[src/rtl/debug_pkg.sv]
// rtl/debug_pkg.sv - shared encodings and defaults for the board debug port
package debug_pkg;

    typedef enum logic [1:0] {
        CMD_RUN   = 2'b00,
        CMD_HALT  = 2'b01,
        CMD_READ  = 2'b10,
        CMD_WRITE = 2'b11
    } cmd_e;

    typedef enum logic [1:0] {
        ST_RUN    = 2'b00,
        ST_HALT   = 2'b01,
        ST_ACCESS = 2'b10,
        ST_HOLD   = 2'b11
    } state_e;

    localparam int          TIMEOUT_DEFAULT     = 16;
    localparam logic [15:0] ERR_PATTERN_DEFAULT = 16'hEEEE;

    function automatic logic is_access_cmd(input logic [1:0] c);
        return (c == CMD_READ) || (c == CMD_WRITE);
    endfunction

endpackage

[src/rtl/sync_2ff.sv]
// rtl/sync_2ff.sv - two-flop synchronizer for a bundle of asynchronous switch inputs
module sync_2ff #(
    parameter int WIDTH = 1
) (
    input  logic             clk,
    input  logic             reset,
    input  logic [WIDTH-1:0] d,
    output logic [WIDTH-1:0] q
);

    logic [WIDTH-1:0] meta;

    always_ff @(posedge clk) begin
        if (reset) begin
            meta <= '0;
            q    <= '0;
        end else begin
            meta <= d;
            q    <= meta;
        end
    end

endmodule

[src/rtl/debug_port.sv]
// rtl/debug_port.sv - switch-driven debug port: halts the CPU and performs single memory reads/writes
module debug_port
    import debug_pkg::*;
#(
    parameter int          TIMEOUT     = TIMEOUT_DEFAULT,
    parameter logic [15:0] ERR_PATTERN = ERR_PATTERN_DEFAULT
) (
    input  logic        clk,
    input  logic        reset,
    input  logic [31:0] addr_in,
    input  logic [31:0] data_in,
    input  logic [1:0]  cmd,
    output logic [15:0] data_out,
    output logic        cpu_halt,
    output logic        busy,
    output logic        mem_req,
    output logic        mem_we,
    output logic [31:0] mem_addr,
    output logic [31:0] mem_wdata,
    input  logic [31:0] mem_rdata,
    input  logic        mem_ack
);

    localparam int SYNC_W  = 2 + 32 + 32;
    localparam int TIMER_W = (TIMEOUT > 1) ? $clog2(TIMEOUT) : 1;

    logic [SYNC_W-1:0]  sync_q;
    logic [1:0]         cmd_s;
    logic [31:0]        addr_s;
    logic [31:0]        data_s;

    state_e             state;
    state_e             state_next;
    logic [1:0]         cmd_reg;
    logic [31:0]        addr_reg;
    logic [TIMER_W-1:0] timer;

    logic               evt;
    logic               take_evt;
    logic               start_access;
    logic               ack_done;
    logic               abort;
    logic [1:0]         next_cmd;
    logic               rdata_unused;

    sync_2ff #(.WIDTH(SYNC_W)) u_sync (
        .clk   (clk),
        .reset (reset),
        .d     ({cmd, addr_in, data_in}),
        .q     (sync_q)
    );

    assign {cmd_s, addr_s, data_s} = sync_q;

    // Only the low half of read data reaches the display.
    assign rdata_unused = ^mem_rdata[31:16];

    assign evt = (cmd_s != cmd_reg) ||
                 ((cmd_s == CMD_READ) && (addr_s != addr_reg));

    assign next_cmd = take_evt ? cmd_s : cmd_reg;
    assign cpu_halt = (state != ST_RUN);
    assign busy     = (state == ST_ACCESS);

    always_ff @(posedge clk) begin
        if (reset) begin
            state <= ST_RUN;
        end else begin
            state <= state_next;
        end
    end

    always_comb begin
        state_next   = state;
        take_evt     = 1'b0;
        start_access = 1'b0;
        ack_done     = 1'b0;
        abort        = 1'b0;
        case (state)
            ST_RUN: begin
                if (evt) begin
                    take_evt = 1'b1;
                    if (cmd_s == CMD_HALT) begin
                        state_next = ST_HOLD;
                    end else if (is_access_cmd(cmd_s)) begin
                        state_next = ST_HALT;
                    end
                end
            end
            ST_HALT: begin
                state_next   = ST_ACCESS;
                start_access = 1'b1;
            end
            ST_ACCESS: begin
                // Events are deliberately not taken here; HOLD picks them up afterwards.
                if (mem_ack) begin
                    ack_done   = 1'b1;
                    state_next = ST_HOLD;
                end else if (timer == TIMER_W'(TIMEOUT - 1)) begin
                    abort      = 1'b1;
                    state_next = ST_HOLD;
                end
            end
            ST_HOLD: begin
                if (evt) begin
                    take_evt = 1'b1;
                    if (cmd_s == CMD_RUN) begin
                        state_next = ST_RUN;
                    end else if (is_access_cmd(cmd_s)) begin
                        state_next   = ST_ACCESS;
                        start_access = 1'b1;
                    end
                end
            end
            default: begin
                state_next = ST_RUN;
            end
        endcase
    end

    always_ff @(posedge clk) begin
        if (reset) begin
            cmd_reg   <= CMD_RUN;
            addr_reg  <= '0;
            timer     <= '0;
            mem_req   <= 1'b0;
            mem_we    <= 1'b0;
            mem_addr  <= '0;
            mem_wdata <= '0;
            data_out  <= '0;
        end else begin
            if (take_evt) begin
                cmd_reg  <= cmd_s;
                addr_reg <= addr_s;
            end
            if (start_access) begin
                mem_req   <= 1'b1;
                mem_we    <= (next_cmd == CMD_WRITE);
                mem_addr  <= addr_s;
                mem_wdata <= data_s;
                timer     <= '0;
            end else if (state == ST_ACCESS) begin
                if (ack_done) begin
                    mem_req  <= 1'b0;
                    data_out <= mem_we ? mem_wdata[15:0] : mem_rdata[15:0];
                end else if (abort) begin
                    mem_req  <= 1'b0;
                    data_out <= ERR_PATTERN;
                end else begin
                    timer <= timer + TIMER_W'(1);
                end
            end
        end
    end

endmodule

[config.mk]
export PLATFORM = sky130hd
export DESIGN_NAME = debug_port
export DESIGN_NICKNAME = d
export VERILOG_FILES = /design/src/rtl/debug_pkg.sv /design/src/rtl/sync_2ff.sv /design/src/rtl/debug_port.sv
export SDC_FILE = /design/constraint.sdc
export NUM_CORES = 1
export LEC_CHECK = 0
export ABC_AREA = 1
export BUFFER_PORTS_ARGS = -buffer_cell sky130_fd_sc_hd__buf_2
export CORE_MARGIN = 1
export CORE_UTILIZATION = 35
export CTS_CLUSTER_SIZE = 25
export DETAILED_ROUTE_END_ITERATION = 12
export PLACE_DENSITY = 0.68
export SYNTH_ARGS = -nofsm -noshare
export SYNTH_HDL_FRONTEND = slang
export SYNTH_SLANG_ARGS = --single-unit
[constraint.sdc]
create_clock -name clk -period 1.6 [get_ports clk]
set_input_delay 0 -clock clk [delete_from_list [all_inputs] [get_ports clk]]
set_output_delay 0 -clock clk [all_outputs]
set_load 0.1 [all_outputs]
== Word level (Yosys, flattened, before mapping) ==
Index checks and enable logic that the tools add are counted.

* $add $sub $neg: 1
* Equal/unequal tests: 15
* Muxes and demuxes: 28
* Bitwise operators: 3
* Reduce and logical (&&, ||, !) cells: 15

{| class="wikitable"
|+ Operators by type and width
! operator !! count
|-
| two-way mux 16 bit || 3
|-
| inequality test 32 bit || 1
|-
| two-way mux 2 bit || 9
|-
| two-way mux 1 bit || 14
|-
| equality test 2 bit (second input constant) || 5
|-
| one-hot mux 2 bit (4 select lines) || 1
|-
| inequality test 3 bit (second input constant) || 2
|-
| AND reduction 3 bit || 2
|-
| nonzero test 2 bit || 3
|-
| AND reduction 5 bit || 1
|-
| adder 4 x 1 -> 4 bit (second input constant) || 1
|-
| equality test 2 x 1 -> 1 bit (second input constant) || 2
|-
| equality test 4 bit (second input constant) || 1
|-
| zero test 2 bit || 2
|-
| inequality test 2 bit (second input constant) || 2
|-
| OR reduction 2 bit || 2
|-
| inequality test 3 x 1 -> 1 bit (second input constant) || 1
|-
| NOT 1 bit || 3
|-
| nonzero test 3 bit || 1
|-
| logical OR 1 bit || 2
|-
| inequality test 2 bit || 1
|-
| one-hot mux 1 bit (2 select lines) || 1
|-
| AND reduction 2 bit || 1
|-
| logical AND 1 bit || 1
|}

* Register bits after elaboration: 254
* Input port bits: 101
* Output and inout bits: 84
* Logic and storage cells: 73

== Longest topological paths before layout ==
Gate-level depths: netlist of run 1.

* Depth after elaboration: 8
* Depth in mapped cells: 17
* Gate-level depth less buffers: 16

== Hierarchy ==
From an unflattened synthesis of run 1, not the netlist that was laid out.

* Cell total of the unflattened synthesis: 1169
* Area total of the unflattened synthesis: 9092.5 um^2

{| class="wikitable"
|+ Modules (own cells, without submodules)
! module !! times used !! cells each !! area an instance (um^2) !! sequential area each (um^2)
|-
| debug_port || 1 || 758 || 5327.6 || 2442.3
|-
| sync_2ff || 1 || 411 || 3764.9 || 2642.5
|}

== Worst setup path before layout of run 1 ==
OpenSTA, ideal clock, no wires.

* Path type: reg-to-reg
* From: register state[0]
* To: register data_out[10]
* Arrival time: 2.108 ns
* Data required time: 1.487 ns
* Slack: -0.621 ns
* Cell stages (with the launch flop): 10
* Path buffers: 2
* Clock period less this slack: 2.221 ns
* Cell sequence: dfxtp_1 > inv_1 > ha_1 > nand2_1 > o21ai_0 > nand3_1 > buf_2 > buf_6 > nor2_1 > nor2_1

* Word-level cells in the longest chain between the ends: 4
* Elaborated cells between the ends (all ways): 10
* Those cells by class: eq/ne (3); mux (4); bitwise (1); reduce/logical (2)

{| class="wikitable"
|+ RTL lines
! item !! line !! RTL
|-
| start: declaration || debug_port.sv:32 || <nowiki>state_e state;</nowiki>
|-
| start signal: assignment || debug_port.sv:69 || <nowiki>state <= state_next;</nowiki>
|-
| equality test 2 bit * || n/a ||
|-
| named net busy || debug_port.sv:15 || <nowiki>output logic busy,</nowiki>
|-
| two-way mux 1 bit || debug_port.sv:79 || <nowiki>case (state)</nowiki>
|-
| nonzero test 2 bit (no source line) || n/a ||
|-
| AND reduction 3 bit (no source line) || n/a ||
|-
| end signal: assignment || debug_port.sv:145 || <nowiki>data_out <= mem_we ? mem_wdata[15:0] : mem_rdata[15:0];</nowiki>
|-
| end: declaration || debug_port.sv:13 || <nowiki>output logic [15:0] data_out,</nowiki>
|}

The timed path passes the listed nets; every way through them passes the cells marked *.
A chain may end at the register's enable or synchronous reset.

== Worst setup path in the final report of run 1 ==
* From: register u_sync.q[34]
* To: register data_out[13]

* Word-level cells in the longest chain between the ends: 7

{| class="wikitable"
|+ RTL lines
! item !! line !! RTL
|-
| start: declaration || sync_2ff.sv:8 || <nowiki>output logic [WIDTH-1:0] q</nowiki>
|-
| start signal: assignment || sync_2ff.sv:19 || <nowiki>q <= meta;</nowiki>
|-
| inequality test 32 bit || debug_port.sv:59 || <nowiki>((cmd_s == CMD_READ) && (addr_s != addr_reg));</nowiki>
|-
| logical AND 1 bit || debug_port.sv:59 ||
|-
| logical OR 1 bit || debug_port.sv:58 || <nowiki>assign evt = (cmd_s != cmd_reg) ||</nowiki>
|-
| two-way mux 1 bit || debug_port.sv:105 || <nowiki>if (evt) begin</nowiki>
|-
| one-hot mux 1 bit (2 select lines) || debug_port.sv:79 ||
|-
| NOT 1 bit (no source line) || n/a ||
|-
| AND reduction 3 bit (no source line) || n/a ||
|}

No other way between the ends.

==> results of run 1 <==
## synthesized netlist by cell type (all sizes together)
library cell  number  area (sq um)
a21o               1          7.51
a21oi             18          90.1
a311oi             1          8.76
buf               23           166
clkbuf            32           121
clkinv             1          5.00
dfxtp            254          5080
ha                 5          62.6
inv              176           661
mux2i              1          10.0
nand2            134           508
nand3             21           105
nand3b             1          7.51
nor2             355          1340
nor3               1          5.00
o21ai            100           500
or2                1          6.26
xnor2             25           219
xor2               1          8.76
## power breakdown
group	switching [mW]	internal (mW)
logic	6.96	3.06
registers	0.670	7.42
clock network	2.47	4.19
total	10.1	14.7
## layout make-up
class	instances	area [sq um]
timing repair inverter	1	8.76
clock buffer	36	779
inverter	177	684
sequential	254	5110
multi-input combinational	665	3110
tap	330	413
clock inverter	10	183
fill	2297	12000
timing repair buffer	336	2790
## per-stage QoR
stage | worst slack, ns | utilization | area, sq um
after CTS | -0.290 | 0.501 | 12600
after detailed placement | -0.348 | 0.416 | 10400
final | -0.375 | 0.521 | 13100
after floorplan | -0.132 | - | 8970
after global routing | -0.572 | 0.521 | 13100
after global placement | -0.307 | 0.416 | 10400
## worst paths after layout
check / end / slack (ns) / depth (start not counted)
max: data_out[13]$_SDFFE_PP0P_ / -0.38 / 14
min reg2reg: u_sync.q[41]$_SDFF_PP0_ / 0.40 / 2
min: u_sync.meta[37]$_SDFF_PP0_ / 0.21 / 4
max reg2reg: data_out[13]$_SDFFE_PP0P_ / -0.38 / 14
## layout by cell type (no fill, tap or decap), types with 20 or more instances in the layout
| cell | instances |
|---|---|
| o21ai_0 | 50 |
| clkbuf_16 | 38 |
| inv_1 | 170 |
| nand2_1 | 117 |
| nor2_2 | 21 |
| nor2_1 | 332 |
| buf_4 | 46 |
| nand3_1 | 20 |
| o21ai_1 | 45 |
| dfxtp_1 | 234 |
| dlygate4sd3_1 | 92 |
| xnor2_1 | 24 |
| buf_2 | 165 |
## tightest hold or removal path, cell delays in order
cell and delay [ns]:
dlygate4sd3_1 0.51, buf_2 0.09, inv_1 0.03, nor2_1 0.06
## layer usage
| layer | routed length, um | vias up | track usage |
|---|---|---|---|
| li1 | - | 4042 | - |
| met1 | 10500 | 3573 | 0.211 |
| met2 | 11500 | 176 | 0.297 |
| met3 | 912 | 51 | 0.0257 |
| met4 | 707 | 0 | 0.0596 |
| met5 | 0 | - | 0 |
## timing repair
item                                    CTS  global route
gates resized for setup                  41            82
endpoints found under the setup margin  121           120
setup buffers                             4             0
hold buffers                             92             0
endpoints found under the hold margin   119             0
gates cloned                              4            14
pin swaps                                 3            19
## logic make-up after synthesis
| logic type | count (synthesis) |
|---|---|
| buffers and inverters | 232 |
| xor gates and xnor gates | 26 |
| adders and majority gates | 5 |
| AOI/OAI and AO/OA | 120 |
| and+or+nand+nor | 513 |
| DFF | 254 |
| muxes | 1 |
==> summary.md, run 1 <==
| Metric | Value |
|---|---|
| Buf+Inv Stages, Crit Path | 2 |
| CP max stage delay | 0.33 ns |
| Post-synthesis cell count | 1,151 |
| NumNets Final | 1,567 |
| Total GRT Usage | 0.170 |
| Total gr overflow | 0 |
| Vias in the first global route | 7,664 |
| Clock period minus worst slack | 1.98 ns |
| CTS tree | built |
| CTS Buf Count | 26 |
| Avg Inst Size Synth | 7.74 sq um |
| Critical Path Sink Type | flop |
| H-tree depth | 1 |
| Worst-Skew Late Latency | 0.52 ns |
| Combinational family with the most area after synthesis | simple AND/OR/NAND/NOR gates |
| Die width | 162 um |
| Finished Layout Cells | 1,809 |
| Hold Vio Cnt, Final | 0 |
| Skew final | 0.00923 ns |
| # IOs | 185 |
| Post-Synth XOR/XNOR Area | 0.0256 |
| Die Ht | 162 um |
| RSZ-0062 raised after global routing | yes |
| Post-Syn Area | 8910 sq um |
| Post-Synth Adder-Cell Area | 0.00702 |
| Endpoints failing setup | 119 |
| Critical path launch point type | flop |
| Critical-path top delay cell | dfxtp_2 |
| Reg-to-Reg Start | u_sync.q[34]$_SDFF_PP0_ |
| Hold Worst Slack | 0.215 ns |
| Pwr Total | 24.8 mW |
| Synthesis-stage register bit count | 254 |
| # rows | 58 |
| Clock sink count | 254 |
| Arr. time, crit path | 2.39 ns |
| Slew margin rel. | 0.497 |
| Routed WL | 23,700 um |
| Max Clock Freq | 0.506 GHz |
| Cell family with the largest share of critical-path delay | simple AND/OR/NAND/NOR gates |
| Worst Hold Launch | addr_in[5] |
| DR vias/cell | 4.33 |
| Synth-to-Final Area Change | 46.7% |
| Initial Util | 0.355 |
| CP Launch Point | u_sync.q[34]$_SDFF_PP0_ |
| Max-Cap Viols | 0 |
| Number of port buffers | 168 |
| Synth unique cells | 25 |
| Register area share after synthesis | 0.571 |
| GPL Wtd Cong | 0.814 |
| First-pass GRT wire length | 36,300 um |
| PnR worst setup slack | -0.375 ns |
| Post-synthesis mux area share | 0.00112 |
| Cell Pwr Density | 1890 nW/um^2 |
| Iter 0 DRT Violations | 485 |
| Reg clk slew, reported paths | 0.06 ns |
| Initial antenna violation count | 0 |
| Failing checks | setup timing |
| Placed instance count | 1,649 |
| Root buffer cell | clkbuf_16 |
| Post-Synth Simple-Gate Area | 0.221 |
| Post-route ant nets | 0 |
| Core Footprint | 25,100 sq um |
| Crit-path cells | xnor2_2 > nand2_1 > nor2_1 > nand2_1 > nor2_2 > nand2_1 > nand2_2 > nand2_2 > nand2_4 > buf_6 > nand3_4 > buf_16 > nor2_1 > nor2_1 |
| Largest regs | u_sync.meta x66, u_sync.q x66 |
| Final worst path period share | 1.23 |
| DR pass1 iterations | 4 |
| Worst-case clock buffer depth | 3 |
| Synthesized net count | 1,257 |
| Yosys warning count | 0 |
| Worst-path fanout max | 7 |
| Hold/Removal Path Class | in -> reg |
| Worst-margin pin slew | 0.754 ns |
| Die area | 26,100 sq um |
| Slew Limit Fails | 0 |
| Compound-cell area share of the yosys netlist | 0.0681 |
| Largest net degree at the start of global routing | 74 |
| Worst setup path class | reg -> reg |
| Detailed Place HPWL | 13,100 um |
| Ant. Diodes | 0 |
| Worst vdd ir | 0.980 mV |
| Leakage | 6.48 nW |
| Status | complete, but fails checks |
| DRC violations left | 0 |
| Via count | 7,842 |
| WL/cell | 13.1 um |
| Share of layout cells above drive strength 1 | 0.250 |
| CP Data Required Time | 2.01 ns |
| Setup_tns | -35.61 ns |
Power figures use the tool's default switching activity.
==> run 2: changes to the inputs <==
--- a/config.mk
+++ b/config.mk
@@ -11,7 +11,9 @@
 export CORE_UTILIZATION = 35
 export CTS_CLUSTER_SIZE = 25
 export DETAILED_ROUTE_END_ITERATION = 12
+export GPL_TIMING_DRIVEN = 0
 export PLACE_DENSITY = 0.68
+export SLEW_MARGIN = 25
 export SYNTH_ARGS = -nofsm -noshare
 export SYNTH_HDL_FRONTEND = slang
 export SYNTH_SLANG_ARGS = --single-unit
==> run 2 against run 1 <==
Final cell count fell by 0.55%; global-route usage decreased by 0.086 points; the run still ends with setup timing left; first-iteration DRC count down 45%; final area is 1.2% lower; flip-flop and latch count is the same; register-to-register slack got worse by 0.02 ns; highest routed layer unchanged; critical path depth did not move; combinational power about the same; die area did not move; sequential share of layout area is 0.70 points higher; wire length shrank 2.1%; hold slack worse by 0.14 ns; largest power group unchanged.
==> summary.md, run 2 (synthesis gave the netlist of run 1 again) <==
| Metric | Value |
|---|---|
| Iter 0 DRT Violations | 268 |
| Finished Layout Cells | 1,799 |
| H-tree depth | 1 |
| Share of layout cells above drive strength 1 | 0.272 |
| Placed instance count | 1,649 |
| Total GRT Usage | 0.169 |
| Leakage | 6.28 nW |
| Critical path launch point type | flop |
| CTS Buf Count | 26 |
| Ant. Diodes | 0 |
| Worst-case clock buffer depth | 3 |
| Failing checks | setup timing |
| WL/cell | 12.9 um |
| Die area | 26,100 sq um |
| Largest regs | u_sync.meta x66, u_sync.q x66 |
| Die width | 162 um |
| Die Ht | 162 um |
| Arr. time, crit path | 2.40 ns |
| Reg clk slew, reported paths | 0.06 ns |
| CP Data Required Time | 2.01 ns |
| NumNets Final | 1,558 |
| Initial Util | 0.355 |
| Detailed Place HPWL | 14,600 um |
| Clock period minus worst slack | 2.00 ns |
| Commonest non-fill, non-tap cell in the layout | nor2_1 |
| Synth-to-Final Area Change | 45.0% |
| Cell Pwr Density | 1900 nW/um^2 |
| First-pass GRT wire length | 35,500 um |
| Hold/Removal Path Class | in -> reg |
| Worst vdd ir | 1.06 mV |
| DR vias/cell | 4.29 |
| DRC violations left | 0 |
| Core Footprint | 25,100 sq um |
| Clock sink count | 254 |
| Via count | 7,725 |
| Worst setup path class | reg -> reg |
| Worst-Skew Late Latency | 0.52 ns |
| Max-Cap Viols | 0 |
| Root buffer cell | clkbuf_16 |
| # IOs | 185 |
| Hold Vio Cnt, Final | 0 |
| Skew final | 0.0106 ns |
| Routed WL | 23,200 um |
| Most frequent cells in the layout | 346 x nor2_1, 219 x dfxtp_1, 168 x inv_1, 168 x buf_2, 125 x nand2_1 |
| Worst-margin pin slew | 0.829 ns |
| Vias in the first global route | 7,364 |
| Final worst path period share | 1.25 |
| Initial antenna violation count | 0 |
| Critical Path Sink Type | flop |
| Total gr overflow | 0 |
| Slew margin rel. | 0.447 |
| GPL Wtd Cong | 0.821 |
| Status | complete, but fails checks |
| Worst-path fanout max | 7 |
| CTS tree | built |
| DR pass1 iterations | 6 |
| Slew Limit Fails | 0 |
| # rows | 58 |
| DP Worst Slack | -0.454 ns |
| Post-route ant nets | 0 |
| Endpoints failing setup | 120 |
| PnR worst setup slack | -0.396 ns |
| RSZ-0062 raised after global routing | yes |
| Hold Worst Slack | 0.0737 ns |
| Largest net degree at the start of global routing | 14 |
| Max Clock Freq | 0.501 GHz |
| Number of port buffers | 168 |
## run 2: per-stage QoR
| stage | total power, mW | util | area [sq um] | TNS [ns] |
|---|---|---|---|---|
| 3_5_place_dp | 16.3 | 0.407 | 10200 | -41.62 |
| 6_report | 24.6 | 0.515 | 12900 | -39.45 |
| 5_1_grt | 25.8 | 0.515 | 12900 | -54.76 |
| 4_1_cts | 23.5 | 0.489 | 12300 | -29.02 |
| 2_1_floorplan | 14.7 | - | 8970 | -0.205 |
| 3_3_place_gp | 16.2 | 0.407 | 10200 | -40.22 |
## run 2: worst max-delay path: stages (launching register included)
cell       delay (ns)
dfxtp_4          0.37
xnor2_2          0.17
nand2_1          0.07
nor2_1           0.11
nand2_1          0.07
nor2_2           0.14
nand2_1          0.09
nand2_2          0.11
nand2_4          0.08
nand2_4          0.11
nand2_8          0.08
buf_12           0.17
clkbuf_16        0.16
o21ai_2          0.11
nor2_1           0.05
## run 2: cell type report
| type | instances | area (sq um) |
|---|---|---|
| timing repair buffer | 274 | 2030 |
| clock inverter | 9 | 120 |
| clock buffer | 36 | 769 |
| multi-input combinational | 665 | 3330 |
| fill | 2349 | 12200 |
| buffer | 54 | 438 |
| tap | 330 | 413 |
| sequential | 254 | 5140 |
| inverter | 177 | 681 |
## run 2: worst paths after layout
path	startpoint	endpoint	slack [ns]	depth (start not counted)
worst max-delay path	u_sync.q[34]$_SDFF_PP0_	mem_addr[8]$_SDFFE_PP0P_	-0.40	14
worst min-delay path	reset	u_sync.q[59]$_SDFF_PP0_	0.07	3
worst max register to register	u_sync.q[34]$_SDFF_PP0_	mem_addr[8]$_SDFFE_PP0P_	-0.40	14
worst min register to register	u_sync.meta[47]$_SDFF_PP0_	u_sync.q[47]$_SDFF_PP0_	0.39	2
## run 2: timing repair
action                                  in CTS  in global routing
hold endpoints to repair                    85                  0
setup buffers                               12                  4
endpoints found under the setup margin     121                120
pin swaps                                    7                 41
resized for setup                           92                178
cloned                                       3                  6
hold buffers                                83                  0
## run 2: metal layers
metal,track usage,share of wire,up-vias
li1,-,-,4038
met1,0.206,0.44,3466
met2,0.296,0.49,167
met3,0.0288,0.038,54
met4,0.0630,0.031,0
met5,0,0,-
## run 2: where the power goes
group          internal [mW]  leakage (nW)  switching, mW
clock network           3.81         0.445           2.42
registers               7.42          2.11          0.730
logic                   3.15          3.73           7.07
total                   14.4          6.28           10.2
==> run 3: changes to the inputs <==
--- a/config.mk
+++ b/config.mk
@@ -8,11 +8,11 @@
 export ABC_AREA = 1
 export BUFFER_PORTS_ARGS = -buffer_cell sky130_fd_sc_hd__buf_2
 export CORE_MARGIN = 1
-export CORE_UTILIZATION = 35
+export CORE_UTILIZATION = 49
 export CTS_CLUSTER_SIZE = 25
 export DETAILED_ROUTE_END_ITERATION = 12
 export GPL_TIMING_DRIVEN = 0
-export PLACE_DENSITY = 0.68
+export PLACE_DENSITY = 0.86
 export SLEW_MARGIN = 25
 export SYNTH_ARGS = -nofsm -noshare
 export SYNTH_HDL_FRONTEND = slang
==> run 3 against run 2 <==
The run still ends with setup timing left; final cell count fell by 5.7%; sequential share of layout area up 0.31 points; non-clock buffer count grew 2; setup slack got worse by 0.24 ns; first-iteration DRC count rose by 150%; total power grew 0.96%; critical path depth is 1 higher; register-to-register slack got worse by 0.24 ns.
==> summary.md, run 3 (synthesis gave the netlist of run 1 again) <==
| Metric | Value |
|---|---|
| # rows | 48 |
| Post-route ant nets | 0 |
| Status | complete, but fails checks |
| Largest net degree at the start of global routing | 16 |
| Cell Pwr Density | 1940 nW/um^2 |
| Detailed Place HPWL | 14,100 um |
| Worst setup path class | reg -> reg |
| RSZ-0062 raised after global routing | yes |
| Worst-Skew Late Latency | 0.52 ns |
| Total GRT Usage | 0.261 |
| Worst vdd ir | 1.37 mV |
| Reg clk slew, reported paths | 0.07 ns |
| DP Worst Slack | -0.429 ns |
| Die width | 137 um |
| Critical path launch point type | flop |
| Initial antenna violation count | 1 |
| FF-to-FF path depth | 15 |
| CP Data Required Time | 2.05 ns |
| CTS Buf Count | 24 |
| Clock period minus worst slack | 2.24 ns |
| Final worst path period share | 1.40 |
| Root buffer cell | clkbuf_16 |
| FF-to-FF End | mem_addr[13]$_SDFFE_PP0P_ |
| GPL Wtd Cong | 0.823 |
| Skew final | 0.0204 ns |
| Total gr overflow | 0 |
| Hold Worst Slack | 0.142 ns |
| Reg-to-Reg Start | addr_reg[16]$_SDFFE_PP0P_ |
| Die area | 18,700 sq um |
| Die Ht | 137 um |
| DR vias/cell | 5.15 |
| Slew margin rel. | 0.470 |
| First-pass GRT wire length | 38,200 um |
| Iter 0 DRT Violations | 664 |
| Max-Cap Viols | 0 |
| H-tree depth | 1 |
| WL/cell | 16.8 um |
| Endpoints failing setup | 120 |
| Worst-case clock buffer depth | 3 |
| # IOs | 185 |
| Design Area, Final | 12,800 sq um |
| PnR worst setup slack | -0.640 ns |
| Worst-path fanout max | 5 |
| Commonest non-fill, non-tap cell in the layout | nor2_1 |
| Hold/Removal Path Class | in -> reg |
| Final Core Density | 0.728 |
| Placed cell area | 10,100 sq um |
| Failing checks | setup timing |
| Synth-to-Final Area Change | 43.3% |
| Clock sink count | 254 |
| Most frequent cells in the layout | 327 x nor2_1, 230 x dfxtp_1, 171 x inv_1, 169 x buf_2, 125 x nand2_1 |
| CTS tree | built |
| Number of port buffers | 168 |
| Slew Limit Fails | 0 |
| CP Launch Point | addr_reg[16]$_SDFFE_PP0P_ |
| Setup crit end | mem_addr[13]$_SDFFE_PP0P_ |
| Vias in the first global route | 8,197 |
| Leakage | 6.26 nW |
| Critical Path Sink Type | flop |
| Routed WL | 28,500 um |
| Setup_tns | -62.97 ns |
| Core Footprint | 17,500 sq um |
| Via count | 8,738 |
| Arr. time, crit path | 2.69 ns |
| Reg2Reg Setup Slack | -0.64 ns |
| Max Clock Freq | 0.446 GHz |
| Worst-margin pin slew | 0.796 ns |
| Share of layout cells above drive strength 1 | 0.263 |
| Hold Vio Cnt, Final | 0 |
| Initial Util | 0.508 |
| DR pass1 iterations | 7 |
| Largest regs | u_sync.meta x66, u_sync.q x66 |
| DRC violations left | 0 |
| NumNets Final | 1,558 |
## run 3: cell count changes in the layout (fill, tap and decap cells not counted), moves of 4 or more
cell,before,now
nor2_2,7,14
o21ai_1,18,30
a21oi_1,8,12
nor2_4,2,14
dfxtp_2,29,21
o21ai_0,19,23
dfxtp_1,219,230
nor2_1,346,327
o21ai_2,60,45
## run 3: layer usage
layer	vias to the layer above	track usage	share of wire
met5	-	0	0
met3	164	0.0522	0.070
met1	3997	0.286	0.37
met4	0	0.158	0.064
met2	542	0.463	0.50
li1	4035	-	-
## run 3: stage by stage
stage               power (mW)  cells
floorplan                 14.7   1151
global placement          16.0   1544
detailed placement        16.2   1544
CTS                       22.9   1681
global route              25.7   1694
finish                    24.8   1696
## run 3: what timing repair did
action	in CTS	in global routing
cloned	3	9
setup buffers	9	6
gates resized for setup	85	169
endpoints found under the hold margin	85	0
endpoints found under the setup margin	121	120
hold buffers	83	0
pin swaps	6	44
## run 3: worst min-delay path by stage
stage / from / endpoint / slack (ns) / cells past startpoint
final: reset / u_sync.q[57]$_SDFF_PP0_ / 0.14 / 3
after global routing: reset / u_sync.q[57]$_SDFF_PP0_ / 0.12 / 3
after CTS: reset / u_sync.q[57]$_SDFF_PP0_ / 0.10 / 3
after detailed placement: addr_in[9] / u_sync.meta[41]$_SDFF_PP0_ / 0.21 / 3
after global placement: data_in[17] / u_sync.meta[17]$_SDFF_PP0_ / 0.20 / 3
after floorplan: data_in[0] / u_sync.meta[0]$_SDFF_PP0_ / 0.11 / 2
## run 3: power breakdown
group          switching, mW  internal, mW
logic                   7.55          3.25
registers              0.883          7.42
clock network           2.41          3.33
total                   10.8          14.0
## run 3: worst max-delay path, stage by stage, from the launching register on
cell       delay, ns
dfxtp_1         0.46
xnor2_1         0.18
nand2_1         0.09
nor2_1          0.15
nand2_1         0.08
nor2_1          0.14
nand2_1         0.08
nand2_2         0.09
nand2_4         0.07
nand2_4         0.11
nand2_8         0.09
inv_8           0.10
buf_12          0.14
clkbuf_16       0.15
nor2_1          0.06
nor2_1          0.15
## run 3: area by class of cell
cell class,count,area (sq um)
sequential,254,5120
fill,1160,4770
multi-input combinational,665,3370
timing repair buffer,277,2100
clock buffer,36,737
inverter,177,688
buffer,53,403
tap,225,282
clock inverter,6,60.1
antenna,3,7.51
